### src/rtl/axi_pkg.sv
// Shared AXI interconnect definitions: address map, response codes, arbiter states and
// slave-select encodings used by the read and write channel controllers.
package axi_pkg;

  typedef enum logic [1:0] {
    IDLE,
    ADDR,
    DATA,
    DFLT
  } state_e;

  localparam logic [1:0] RESP_OKAY   = 2'b00;
  localparam logic [1:0] RESP_DECERR = 2'b11;

  localparam logic [2:0] SEL_S0      = 3'd0;
  localparam logic [2:0] SEL_S1      = 3'd1;
  localparam logic [2:0] SEL_S2      = 3'd2;
  localparam logic [2:0] SEL_S3      = 3'd3;
  localparam logic [2:0] SEL_S4      = 3'd4;
  localparam logic [2:0] SEL_S5      = 3'd5;
  localparam logic [2:0] SEL_DEFAULT = 3'd6;
  localparam logic [2:0] SEL_NONE    = 3'd7;

  localparam logic [31:0] MASK_64K = 32'hFFFF_0000;
  localparam logic [31:0] MASK_16M = 32'hFF00_0000;

  localparam logic [31:0] S0_BASE = 32'h0000_0000;
  localparam logic [31:0] S1_BASE = 32'h0001_0000;
  localparam logic [31:0] S2_BASE = 32'h0002_0000;
  localparam logic [31:0] S3_BASE = 32'h1000_0000;
  localparam logic [31:0] S4_BASE = 32'h2000_0000;
  localparam logic [31:0] S5_BASE = 32'h3000_0000;

  function automatic logic addr_hit(input logic [31:0] addr, input logic [31:0] base,
                                    input logic [31:0] mask);
    return (addr & mask) == base;
  endfunction

endpackage

### src/rtl/axi_addr_decoder.sv
// Combinational address decoder: maps an address and requesting master index to a slave_sel
// code. Shared between the read and write channel arbiters.
module axi_addr_decoder
  import axi_pkg::*;
#(
  parameter int unsigned ADDR_BITS = 32
) (
  input  logic [ADDR_BITS-1:0] addr_i,
  input  logic                 mst_i,
  output logic [2:0]           slave_sel_o
);

  logic [31:0] addr;
  assign addr = addr_i[31:0];

  always_comb begin
    slave_sel_o = SEL_DEFAULT;
    if (addr_hit(addr, S0_BASE, MASK_64K)) begin
      slave_sel_o = SEL_S0;
    end else if (addr_hit(addr, S1_BASE, MASK_64K)) begin
      slave_sel_o = SEL_S1;
    end else if (addr_hit(addr, S2_BASE, MASK_64K)) begin
      slave_sel_o = SEL_S2;
    end else if (addr_hit(addr, S3_BASE, MASK_64K)) begin
      slave_sel_o = SEL_S3;
    end else if (addr_hit(addr, S4_BASE, MASK_16M)) begin
      slave_sel_o = SEL_S4;
    end else if (addr_hit(addr, S5_BASE, MASK_64K) && mst_i) begin
      // S5 is private to M1; M0 falls through to the default slave.
      slave_sel_o = SEL_S5;
    end
  end

endmodule

### src/rtl/axi_read_arbiter.sv
// AXI read-channel controller: arbitrates AR between two masters, routes AR to the decoded
// slave, holds the grant until the last R beat, and serves DECERR beats for unmapped reads.
module axi_read_arbiter
  import axi_pkg::*;
#(
  parameter int unsigned ADDR_BITS = 32,
  parameter int unsigned ID_BITS   = 4,
  parameter int unsigned IDS_BITS  = 8,
  parameter int unsigned LEN_BITS  = 4
) (
  input  logic                 ACLK,
  input  logic                 ARESET,
  input  logic                 ARVALID_M0,
  input  logic                 ARVALID_M1,
  input  logic [ADDR_BITS-1:0] ARADDR_M0,
  input  logic [ADDR_BITS-1:0] ARADDR_M1,
  input  logic [ID_BITS-1:0]   ARID_M0,
  input  logic [ID_BITS-1:0]   ARID_M1,
  input  logic [LEN_BITS-1:0]  ARLEN_M0,
  input  logic [LEN_BITS-1:0]  ARLEN_M1,
  output logic                 ARREADY_M0,
  output logic                 ARREADY_M1,
  output logic [5:0]           ARVALID_S,
  input  logic [5:0]           ARREADY_S,
  input  logic                 RVALID_sel,
  input  logic                 RLAST_sel,
  input  logic                 RREADY_sel,
  output logic                 grant,
  output logic [2:0]           slave_sel,
  output logic                 busy,
  output logic [IDS_BITS-1:0]  DS_RID,
  output logic [1:0]           DS_RRESP,
  output logic                 DS_RLAST,
  output logic                 DS_RVALID
);

  state_e               state_q;
  logic                 ptr_q;
  logic                 grant_q;
  logic [2:0]           sel_q;
  logic                 busy_q;
  logic [ID_BITS-1:0]   id_q;
  logic [LEN_BITS-1:0]  len_q;
  logic [LEN_BITS-1:0]  cnt_q;
  logic                 ds_rvalid_q;
  logic                 ds_rlast_q;
  logic [1:0]           ds_rresp_q;
  logic [IDS_BITS-1:0]  ds_rid_q;

  logic                 win;
  logic [ADDR_BITS-1:0] win_addr;
  logic [ID_BITS-1:0]   win_id;
  logic [LEN_BITS-1:0]  win_len;
  logic [2:0]           win_sel;
  logic                 arvalid_g;
  logic                 arready_g;
  logic                 ar_hs;

  // With both requesting the pointer decides; otherwise whoever is requesting wins.
  assign win      = (ARVALID_M0 && ARVALID_M1) ? ptr_q : ARVALID_M1;
  assign win_addr = win ? ARADDR_M1 : ARADDR_M0;
  assign win_id   = win ? ARID_M1 : ARID_M0;
  assign win_len  = win ? ARLEN_M1 : ARLEN_M0;

  axi_addr_decoder #(
    .ADDR_BITS(ADDR_BITS)
  ) u_dec (
    .addr_i      (win_addr),
    .mst_i       (win),
    .slave_sel_o (win_sel)
  );

  assign arvalid_g = grant_q ? ARVALID_M1 : ARVALID_M0;

  always_comb begin
    ARVALID_S = '0;
    arready_g = 1'b0;
    if (state_q == ADDR) begin
      if (sel_q == SEL_DEFAULT) begin
        arready_g = 1'b1;
      end else if (sel_q < SEL_DEFAULT) begin
        ARVALID_S[sel_q] = arvalid_g;
        arready_g        = ARREADY_S[sel_q];
      end
    end
  end

  assign ARREADY_M0 = arready_g && !grant_q;
  assign ARREADY_M1 = arready_g && grant_q;
  assign ar_hs      = arready_g && arvalid_g;

  always_ff @(posedge ACLK) begin
    if (ARESET) begin
      state_q     <= IDLE;
      ptr_q       <= 1'b0;
      grant_q     <= 1'b0;
      sel_q       <= SEL_NONE;
      busy_q      <= 1'b0;
      id_q        <= '0;
      len_q       <= '0;
      cnt_q       <= '0;
      ds_rvalid_q <= 1'b0;
      ds_rlast_q  <= 1'b0;
      ds_rresp_q  <= RESP_OKAY;
      ds_rid_q    <= '0;
    end else begin
      unique case (state_q)
        IDLE: begin
          if (ARVALID_M0 || ARVALID_M1) begin
            state_q <= ADDR;
            grant_q <= win;
            sel_q   <= win_sel;
            id_q    <= win_id;
            len_q   <= win_len;
            cnt_q   <= '0;
            busy_q  <= 1'b1;
          end
        end
        ADDR: begin
          if (ar_hs) begin
            cnt_q <= '0;
            if (sel_q == SEL_DEFAULT) begin
              state_q     <= DFLT;
              ds_rvalid_q <= 1'b1;
              ds_rresp_q  <= RESP_DECERR;
              ds_rid_q    <= IDS_BITS'({grant_q, id_q});
              ds_rlast_q  <= (len_q == '0);
            end else begin
              state_q <= DATA;
            end
          end
        end
        DATA: begin
          if (RVALID_sel && RREADY_sel) begin
            cnt_q <= cnt_q + 1'b1;
            if (RLAST_sel) begin
              state_q <= IDLE;
              ptr_q   <= !grant_q;
              sel_q   <= SEL_NONE;
              busy_q  <= 1'b0;
              cnt_q   <= '0;
            end
          end
        end
        DFLT: begin
          if (ds_rvalid_q && RREADY_sel) begin
            if (ds_rlast_q) begin
              state_q     <= IDLE;
              ptr_q       <= !grant_q;
              sel_q       <= SEL_NONE;
              busy_q      <= 1'b0;
              cnt_q       <= '0;
              ds_rvalid_q <= 1'b0;
              ds_rlast_q  <= 1'b0;
              ds_rresp_q  <= RESP_OKAY;
              ds_rid_q    <= '0;
            end else begin
              cnt_q      <= cnt_q + 1'b1;
              ds_rlast_q <= ((cnt_q + 1'b1) == len_q);
            end
          end
        end
        default: state_q <= IDLE;
      endcase
    end
  end

  assign grant     = grant_q;
  assign slave_sel = sel_q;
  assign busy      = busy_q;
  assign DS_RVALID = ds_rvalid_q;
  assign DS_RLAST  = ds_rlast_q;
  assign DS_RRESP  = ds_rresp_q;
  assign DS_RID    = ds_rid_q;

endmodule

### config.mk
export PLATFORM = sky130hd
export DESIGN_NAME = axi_read_arbiter
export DESIGN_NICKNAME = d
export VERILOG_FILES = /design/src/rtl/axi_pkg.sv /design/src/rtl/axi_addr_decoder.sv /design/src/rtl/axi_read_arbiter.sv
export SDC_FILE = /design/constraint.sdc
export NUM_CORES = 1
export LEC_CHECK = 0
export CAP_MARGIN = 20
export CORE_ASPECT_RATIO = 0.6
export CORE_MARGIN = 4
export CORE_UTILIZATION = 38
export CTS_CLUSTER_DIAMETER = 30
export DETAILED_ROUTE_END_ITERATION = 7
export PLACE_DENSITY = 0.95
export SLEW_MARGIN = 25
export SYNTH_ARGS = -nofsm -noshare
export SYNTH_HDL_FRONTEND = slang
export SYNTH_SLANG_ARGS = --single-unit
### constraint.sdc
create_clock -name ACLK -period 3.99 [get_ports ACLK]
set_clock_uncertainty 0.05 [all_clocks]
set_input_delay 0.9975 -clock ACLK [delete_from_list [all_inputs] [get_ports ACLK]]
set_output_delay 0.9975 -clock ACLK [all_outputs]
set_load 0.02 [all_outputs]
==> results of run 1 <==
-- worst register-to-register path: stages, from the launching register on --
cell     delay (ps)
dfxtp_1         440
or3b_1          420
a32o_1          270
buf_4           140
a21oi_2         160
o21ai_2         120
or3b_1          380
a21oi_1         120
-- cells by family after synthesis --
kind of cell               count (synthesis)
DFF                                       27
muxes                                     15
adders and majority gates                  1
AOI/OAI and AO/OA                         50
buffers and inverters                     20
xor gates and xnor gates                   5
and+or+nand+nor                           89
other                                      1
-- flip-flops by register name (all words and copies together), names as in the netlist --
| register | flops |
|---|---|
| DS_RLAST | 1 |
| len_q | 4 |
| grant | 1 |
| busy | 1 |
| id_q | 4 |
| cnt_q | 4 |
| DS_RRESP | 1 |
| DS_RID | 5 |
| state_q | 2 |
| ptr_q | 1 |
| slave_sel | 3 |
-- metal layers --
metal	vias up	track usage	wire length, um
met2	72	0.291	2290
li1	905	-	-
met5	-	0	0
met1	828	0.231	2040
met4	0	0.0350	19
met3	5	0.0419	436
-- power groups by stage --
stage,clock (mW),sequential (mW),combinational (mW)
finish,0.159,0.398,0.409
global route,0.176,0.408,0.448
CTS,0.161,0.397,0.410
detailed placement,0,0.403,0.410
global placement,0,0.398,0.395
floorplan,0,0.380,0.265
-- worst max path at each step --
stage	start	cells after the start	to
2_1_floorplan	ARREADY_S[1]	5	ARREADY_M0
3_3_place_gp	ARREADY_S[1]	7	ARREADY_M0
3_5_place_dp	ARREADY_S[1]	7	ARREADY_M1
4_1_cts	ARVALID_M1	5	ARVALID_S[0]
5_1_grt	ARREADY_S[1]	7	ARREADY_M0
6_report	ARVALID_M1	5	ARVALID_S[0]
-- synth_stat cells, drive strengths merged (2+ instances only) --
cell / number / area [sq um]
xor2: 3 / 26.3
o22ai: 2 / 12.5
nor2b: 3 / 18.8
or4: 2 / 18.8
nand2: 12 / 45.0
nor3: 7 / 35.0
and3: 2 / 12.5
or3b: 3 / 26.3
nor4: 3 / 18.8
buf: 8 / 58.8
a211oi: 9 / 67.6
xnor2: 2 / 17.5
nand2b: 3 / 18.8
inv: 5 / 18.8
or3: 2 / 12.5
a22o: 5 / 43.8
or2: 3 / 18.8
nor2: 31 / 116
nand3: 7 / 35.0
clkbuf: 7 / 26.3
mux2i: 12 / 120
dfxtp: 27 / 541
a21oi: 13 / 68.8
mux2: 3 / 33.8
o21ai: 11 / 58.8
nand4: 3 / 18.8
-- cell type report --
type,count,area [sq um]
Inverter,5,18.8
Fill cell,346,1600
Tap cell,60,75.1
Sequential cell,27,541
Clock inverter,1,7.51
Clock buffer,3,41.3
Timing Repair Buffer,87,856
Multi-Input combinational cell,163,1030
-- metrics by stage --
stage,instances,power [mW],hold WS (ps),utilization,setup slack (ps)
4_1_cts,346,0.968,434,0.617,204
3_3_place_gp,342,0.792,390,0.606,18.0
6_report,346,0.966,432,0.617,222
2_1_floorplan,210,0.645,399,-,907
3_5_place_dp,342,0.813,409,0.606,-38.8
5_1_grt,346,1.03,471,0.617,159
-- cell usage in the layout, fill, tap and decap left out, types with 2 or more instances in the layout --
master,Yosys,layout
clkbuf_8,0,3
mux2_2,3,3
nand4_1,3,3
dfxtp_1,27,27
buf_4,5,5
xor2_1,3,3
mux2i_1,12,12
a21oi_1,12,12
nor2b_1,3,3
or3b_1,3,3
a22o_1,5,5
nor2_1,31,31
o21ai_0,10,10
o22ai_1,2,2
nand2b_1,3,3
or3_1,2,2
inv_1,5,5
xnor2_1,2,2
conb_1,1,3
nor3_1,7,7
nand3_1,7,7
or2_2,3,3
dlygate4sd2_1,0,2
nand2_1,12,12
nor4_1,3,3
and3_1,2,2
clkdlybuf4s50_1,0,80
a211oi_1,9,9
==> impl_metrics.py, run 1 <==
metrics = {
    "routing": {
        "routed_wl_um": 4780,
        "drt-wirelength-per-cell_um": 13.8,
        "post-route-drc-count": 0,
        "ant_nets": 0,
        "num_vias": 1810,
        "drtIter0Drc": 126,
        "firstDrtPassIters": 4,
        "viasPerCell": 5.23,
    },
    "synthesis": {
        "seq_area_frac_synth": 0.324,
        "synthMuxAreaShare": 0.0922,
        "synth_compound_area_frac": 0.201,
        "netlist_area_sq_um": 1670,
        "ys_types": 51,
        "post_synth.cell_area_avg_sq_um": 8.02,
        "syn_inst": 208,
        "synth-edff-count": 0,
        "synth-seq-cells": 27,
        "synth_warnings": 0,
        "synth-adder-area-share": 0.00750,
        "synth_top_family_by_area": "simple AND/OR/NAND/NOR gates",
        "synth_xor_area_frac": 0.0262,
        "synthArstFlopShare": 0,
        "yosys.area_share.simple": 0.285,
        "synth_ff_type": "dfxtp_1",
    },
    "global_routing": {
        "grt_max_degree": 17,
        "grt.overflow.total": 0,
        "grt_pass1_vias": 1666,
        "antenna_found_initial": 0,
        "track_usage": 0.173,
        "grt_pass1_wl_um": 7710,
    },
    "worst_hold_path": {
        "min_from": "busy$_SDFFE_PP0P_",
        "min_to": "busy$_SDFFE_PP0P_",
        "whs_path_depth": 2,
        "worstHoldPathType": "reg2reg",
    },
    "power": {
        "p_clk_frac": 0.165,
        "seq_power_share": 0.412,
        "combPwrFrac": 0.423,
        "power_switching_mw": 0.366,
        "p_per_area_nw_per_um2": 376,
        "internal_power_mw": 0.600,
        "p_leak_nw": 1.01,
        "swShare": 0.379,
        "peakVddDrop_v": 0.000169,
    },
    "die": {
        "row_count": 18,
        "die_h_um": 59.3,
        "die-area_sq_um": 5550,
        "core_sq_um": 4170,
        "die_x_um": 93.6,
        "start_util": 0.401,
        "ios": 118,
    },
    "worst_setup_path": {
        "path_cells": "clkdlybuf4s50_1 -> mux2_2 -> nand3b_1 -> nor3_1 -> clkdlybuf4s50_1",
        "timing.critical_path.from_type": "primary input",
        "cp.required_ps": 2940,
        "slowest_delay_ps": 640,
        "critPathBufInv": 2,
        "rr_worst_depth": 7,
        "crit_type": "in2out",
        "critPathCaptureType": "output pin",
        "cp_slowest_cell": "clkdlybuf4s50_1",
        "arrival_ps": 2720,
        "cp_max_fo": 4,
        "r2r-start": "slave_sel[1]$_SDFFE_PP1P_",
        "r2r_slack_ps": 1840,
        "cp_common_cell": "clkdlybuf4s50_1",
        "cp_top_family": "buffers and inverters",
        "r2r_end": "state_q[0]$_SDFFE_PP0P_",
    },
    "layout": {
        "final_cell_area_sq_um": 2570,
        "fin_nets": 381,
        "syn_to_final_growth_pct": 54.0,
        "drive_gt1_frac": 0.0699,
        "antenna_cells": 0,
    },
    "place": {
        "place.port_buffers": 82,
        "gp_congestion": 0.755,
        "placed_area_sq_um": 2520,
        "dp_hpwl_um": 3950,
    },
    "timing": {
        "rsz0062_at_grt": "no",
        "hold_viol": 0,
        "period_needed_ps": 3770,
        "setup_viol": 0,
        "worstMarginPinSlew_ps": 570,
        "fin_crit_sh": 0.944,
        "finalMaxSlewViolations": 0,
        "setup_tns_ps": 0,
        "max_freq_ghz": 0.265,
        "max_slew_margin": 0.619,
    },
    "clock_network": {
        "clockRootBuffer": "clkbuf_8",
        "cts_tree": "yes",
        "cts_made_buffers": 3,
        "post_cts_buffers": 0,
        "clk_latency_ps": 270,
        "h-tree-depth": 1,
        "clkTransAtPathRegs_ps": 90,
        "clock_path_buffers": 2,
        "holdBufCountCts": 0,
        "cts.sinks": 27,
        "cts_resized": 2,
    },
    "run_status": {
        "status": "completed",
    },
    "flow_run": {
        "cap_viol_max_count": 0,
    },
}
No activity file was read; power rests on OpenSTA's default activity.
==> run 2: changes to the inputs <==
--- a/config.mk
+++ b/config.mk
@@ -11,6 +11,7 @@
 export CORE_UTILIZATION = 38
 export CTS_CLUSTER_DIAMETER = 30
 export DETAILED_ROUTE_END_ITERATION = 7
+export HOLD_SLACK_MARGIN = 0.1
 export PLACE_DENSITY = 0.95
 export SLEW_MARGIN = 25
 export SYNTH_ARGS = -nofsm -noshare
==> results of run 2 <==
No change in the layout: final DEF, timing and power equal those of run 1.
==> run 3: changes to the inputs <==
--- a/config.mk
+++ b/config.mk
@@ -5,6 +5,7 @@
 export SDC_FILE = /design/constraint.sdc
 export NUM_CORES = 1
 export LEC_CHECK = 0
+export ABC_CLOCK_PERIOD_IN_PS = 3990
 export CAP_MARGIN = 20
 export CORE_ASPECT_RATIO = 0.6
 export CORE_MARGIN = 4
==> results of run 3 <==
No change in the layout: final DEF, timing and power equal those of run 1.
